$ cat config.mk
export PLATFORM = sky130hd
export DESIGN_NAME = uart_rx_sequencer
export DESIGN_NICKNAME = d
export VERILOG_FILES = /design/src/rtl/uart_rx_sequencer.sv
export SDC_FILE = /design/constraint.sdc
export NUM_CORES = 1
export LEC_CHECK = 0
export ABC_CLOCK_PERIOD_IN_PS = 1900
export CORE_UTILIZATION = 45
export DETAILED_ROUTE_END_ITERATION = 6
export HOLD_SLACK_MARGIN = 0.12
export PLACE_DENSITY_LB_ADDON = 0.08
export SLEW_MARGIN = 10
export SYNTH_ARGS = -nofsm -noshare
export SYNTH_HDL_FRONTEND = slang
export SYNTH_SLANG_ARGS = --single-unit
$ cat constraint.sdc
create_clock -name clk -period 1.9 [get_ports clk]
set_input_delay 0.38 -clock clk [delete_from_list [all_inputs] [get_ports clk]]
set_output_delay 0.38 -clock clk [all_outputs]
set_load 0.02 [all_outputs]
$ cat src/rtl/uart_rx_sequencer.sv
// Frame-level UART receive controller: arms on an idle line, gates the bit sampler for
// one frame, assembles the word and holds it in a single valid/ready output register.
module uart_rx_sequencer #(
    parameter int DATA_BITS = 8,
    parameter int PARITY    = 0
) (
    input  logic                 clk,
    input  logic                 rst_n,
    input  logic                 sample_trigger,
    input  logic                 rx_sync,
    input  logic                 estimated_data,
    input  logic                 estimate_ready,
    output logic                 sampler_rst,
    output logic [DATA_BITS-1:0] data,
    output logic                 data_valid,
    input  logic                 data_ready,
    output logic                 frame_error,
    output logic                 parity_error,
    output logic                 overrun,
    output logic                 busy
);

    localparam int CNT_W = $clog2(DATA_BITS + 1);
    localparam logic [CNT_W-1:0] LAST_BIT = CNT_W'(DATA_BITS - 1);

    typedef enum logic [2:0] {
        ST_WAIT_IDLE,
        ST_IDLE,
        ST_START,
        ST_DATA,
        ST_PARITY,
        ST_STOP
    } state_t;

    state_t               state_q, state_d;
    logic [DATA_BITS-1:0] shift_q, shift_d;
    logic [DATA_BITS-1:0] data_q, data_d;
    logic [CNT_W-1:0]     cnt_q, cnt_d;
    logic                 parity_bit_q, parity_bit_d;
    logic                 data_valid_q, data_valid_d;
    logic                 frame_error_q, frame_error_d;
    logic                 parity_error_q, parity_error_d;
    logic                 overrun_q, overrun_d;
    logic                 sampler_rst_q, sampler_rst_d;
    logic                 busy_q, busy_d;
    logic                 parity_sum;
    logic                 parity_bad;
    logic                 can_load;

    assign parity_sum = (^shift_q) ^ parity_bit_q;
    assign can_load   = !data_valid_q || data_ready;

    always_comb begin
        parity_bad = 1'b0;
        if (PARITY == 1) begin
            parity_bad = parity_sum;
        end else if (PARITY == 2) begin
            parity_bad = ~parity_sum;
        end
    end

    always_comb begin
        state_d        = state_q;
        shift_d        = shift_q;
        data_d         = data_q;
        cnt_d          = cnt_q;
        parity_bit_d   = parity_bit_q;
        data_valid_d   = data_valid_q;
        frame_error_d  = frame_error_q;
        parity_error_d = parity_error_q;
        overrun_d      = 1'b0;
        sampler_rst_d  = sampler_rst_q;
        busy_d         = busy_q;

        if (data_valid_q && data_ready) begin
            data_valid_d = 1'b0;
        end

        case (state_q)
            ST_WAIT_IDLE: begin
                if (sample_trigger && rx_sync) begin
                    state_d = ST_IDLE;
                end
            end
            ST_IDLE: begin
                if (sample_trigger && !rx_sync) begin
                    state_d       = ST_START;
                    sampler_rst_d = 1'b0;
                    busy_d        = 1'b1;
                end
            end
            ST_START: begin
                // A high start estimate means the falling edge was a glitch
                if (estimate_ready) begin
                    if (estimated_data) begin
                        state_d       = ST_IDLE;
                        sampler_rst_d = 1'b1;
                        busy_d        = 1'b0;
                    end else begin
                        state_d = ST_DATA;
                        cnt_d   = '0;
                    end
                end
            end
            ST_DATA: begin
                if (estimate_ready) begin
                    shift_d = {estimated_data, shift_q[DATA_BITS-1:1]};
                    cnt_d   = cnt_q + CNT_W'(1);
                    if (cnt_q == LAST_BIT) begin
                        state_d = (PARITY != 0) ? ST_PARITY : ST_STOP;
                    end
                end
            end
            ST_PARITY: begin
                if (estimate_ready) begin
                    parity_bit_d = estimated_data;
                    state_d      = ST_STOP;
                end
            end
            ST_STOP: begin
                // A full register that is not being drained loses the new frame
                if (estimate_ready) begin
                    state_d       = ST_WAIT_IDLE;
                    sampler_rst_d = 1'b1;
                    busy_d        = 1'b0;
                    if (can_load) begin
                        data_d         = shift_q;
                        frame_error_d  = ~estimated_data;
                        parity_error_d = parity_bad;
                        data_valid_d   = 1'b1;
                    end else begin
                        overrun_d = 1'b1;
                    end
                end
            end
            default: begin
                state_d       = ST_WAIT_IDLE;
                sampler_rst_d = 1'b1;
                busy_d        = 1'b0;
            end
        endcase
    end

    always_ff @(posedge clk or negedge rst_n) begin
        if (!rst_n) begin
            state_q        <= ST_WAIT_IDLE;
            shift_q        <= '0;
            data_q         <= '0;
            cnt_q          <= '0;
            parity_bit_q   <= 1'b0;
            data_valid_q   <= 1'b0;
            frame_error_q  <= 1'b0;
            parity_error_q <= 1'b0;
            overrun_q      <= 1'b0;
            sampler_rst_q  <= 1'b1;
            busy_q         <= 1'b0;
        end else begin
            state_q        <= state_d;
            shift_q        <= shift_d;
            data_q         <= data_d;
            cnt_q          <= cnt_d;
            parity_bit_q   <= parity_bit_d;
            data_valid_q   <= data_valid_d;
            frame_error_q  <= frame_error_d;
            parity_error_q <= parity_error_d;
            overrun_q      <= overrun_d;
            sampler_rst_q  <= sampler_rst_d;
            busy_q         <= busy_d;
        end
    end

    assign sampler_rst  = sampler_rst_q;
    assign data         = data_q;
    assign data_valid   = data_valid_q;
    assign frame_error  = frame_error_q;
    assign parity_error = parity_error_q;
    assign overrun      = overrun_q;
    assign busy         = busy_q;

endmodule
==> reports/results.tsv <==
metric	value	unit
status	complete, no violations	
Avg Vias per Cell	5.11	
largest net degree at the start of global routing	21	
Mapped Cells	118	
Ys Warns	0	
TritonCTS buffer count	3	
critical setup path kind	reg2out	
mapped cell area	1340	um^2
Port Buffer Count	19	
layout net count	148	
RSZ-0062 raised after global routing	no	
FF/Latch Area	702	um^2
Setup-failing EPs final	0	
max-cap viol count	0	
Core Region	2780	um^2
# resized after CTS	0	
Initial Utilization	48.1	%
Starting DRT DRC Count	25	
Slowest cell on crit path	clkdlybuf4s50_1	
fin crit share	89.7	%
Netlist cell types	38	
Yosys reg bits	28	
final WL	2.32	mm
Vias	869	
filler instances	237	
share of the yosys chip area belonging to registers	52.5	%
setup bufs post-CTS	0	
crit start category	register	
Post-Route Setup TNS	0	ns
syn nets	126	
worst min-delay path class	in2async	
most frequent cells after synthesis	dfrtp_1, nand2_1, mux2_4	
critical path cell sequence	clkdlybuf4s50_1	
hpwl dp	1.66	mm
Routed WL per cell	13.6	um
share of layout cells above drive strength 1	18.0	%
grt ovf	0	
Crit path buffers/inverters	1	
fin. max-slew vios	0	
die height	56.5	um
CP required	1.52	ns
ys flop type	dfrtp_1	
share of the synthesized area in the top cell type	50.5	%
Clock Latency Late Sink	0.32	ns
Leak	0.767	nW
fmax	587	MHz
initial antenna violation count	0	
clock period minus worst slack	1.70	ns
hold_ws	0.388	ns
final hold violation count	0	
power density cells	1530	nW/um^2
largest vdd supply drop	0.764	mV
Die Wd	56.5	um
CTS root buf	clkbuf_4	
vias in the first global route	898	
DRC	0	
global-route wire length before repair	4.09	mm
Worst-path clk slew	0.15	ns
Avg Cell Area, Syn	11.3	um^2
async set-reset flop share out of synthesis	100	%
GPL Wtd Cong	0.751	
actual slew at the worst max-slew pin	0.538	ns
number of flops mapped to enable cells by yosys	0	
Die ar.	3190	um^2
skew final	0.00282	ns
largest cells by area after synthesis	dfrtp_1, mux2_4, nand2_1	
slew margin rel.	64.0	%
placement row count	19	
Num Clock Sinks	28	
CP arrival	1.32	ns
CTS tree	done	
fin cells	170	
cell family with most CP delay	buffers and inverters	
worst setup margin	0.197	ns
dpl cells	166	
H-tree depth	1	
Crit Path Max Fanout	3	
area growth from synthesis to layout	21.1	%
Synth area leader	dfrtp_1	
Boundary Pins	21	
crit end category	output port	
Max clock buf depth	2	
multi-input logic area	553	um^2
Place WS	0.121	ns
slowest cell delay on critical path	0.61	ns
Total GRT Usage	16.4	%
CTS Hold Bufs	0	
ant diodes	0	
post-route ant nets	0	
Initial DRT Pass Iterations	4	
==> per-stage QoR <==
step           power [mW]  instance area [um^2]  util (%)
2_1_floorplan        1.81                  1340         -
3_3_place_gp         2.09                  1570      56.3
3_5_place_dp         2.13                  1570      56.3
4_1_cts              2.52                  1620      58.2
5_1_grt              2.67                  1620      58.3
6_report             2.48                  1620      58.3
==> sequential cells by signal (all words and copies together) (netlist names) <==
| register | count |
|---|---|
| sampler_rst | 1 |
| data_valid | 1 |
| data | 8 |
| state_q | 3 |
| busy | 1 |
| frame_error | 1 |
| overrun | 1 |
| shift_q | 8 |
| cnt_q | 4 |
==> cells in the final DEF (no fill, tap or decap), types with 3 or more instances in the layout <==
cell              n
buf_4             4
dfrtp_1          27
clkdlybuf4s50_1  18
o21ai_1           3
nand2_1          27
mux2_4            8
clkbuf_4          3
nand2b_1          3
nor2_1            4
inv_1             3
==> kinds of logic after synthesis <==
| kind of cell | Yosys count | share of synthesized area (%) |
|---|---|---|
| adder cells (fa/ha/maj) | 1 | 0.935 |
| AO/OA/AOI/OAI | 18 | 9.64 |
| buffers and inverters | 11 | 6.17 |
| multiplexers | 11 | 11.4 |
| flip-flops | 28 | 52.5 |
| XOR/XNOR | 1 | 0.655 |
| other | 1 | 0.280 |
| AND/OR/NAND/NOR | 47 | 18.4 |
==> layer usage <==
metal	vias to the layer above	GRT usage (%)	routed length, um
li1	445	-	-
met1	408	22.2	1140
met2	14	27.2	1100
met3	2	2.07	58
met4	0	5.23	17
met5	-	0	0
==> cell type report <==
| type | instances | share of cell area [%] |
|---|---|---|
| multi-input combinational | 79 | 34.1 |
| clock inverter | 1 | 1.85 |
| sequential | 28 | 43.3 |
| tap | 31 | 2.39 |
| inverter | 3 | 0.695 |
| timing repair buffer | 25 | 16.2 |
| clock buffer | 3 | 1.39 |
==> power breakdown <==
group / internal [mW] / switching, mW / total [mW]
Sequential: 0.836 / 0.194 / 1.03
Clock: 0.213 / 0.171 / 0.384
Combinational: 0.559 / 0.511 / 1.07
Total: 1.61 / 0.876 / 2.48
==> final timing paths <==
kind,depth (start not counted),end,slack [ns],startpoint
worst min register to register,2,shift_q[0]$_DFFE_PN0P_,0.51,shift_q[0]$_DFFE_PN0P_
max in group asynchronous,2,shift_q[4]$_DFFE_PN0P_,1.03,rst_n
worst max register to register,4,data[0]$_DFFE_PN0P_,0.41,state_q[2]$_DFFE_PN0P_
worst min-delay path,1,data_valid$_DFF_PN0_,0.39,rst_n
worst max-delay path,1,busy,0.20,busy$_DFFE_PN0P_
min in group clk,2,shift_q[0]$_DFFE_PN0P_,0.51,shift_q[0]$_DFFE_PN0P_
Power figures use the tool's default switching activity.
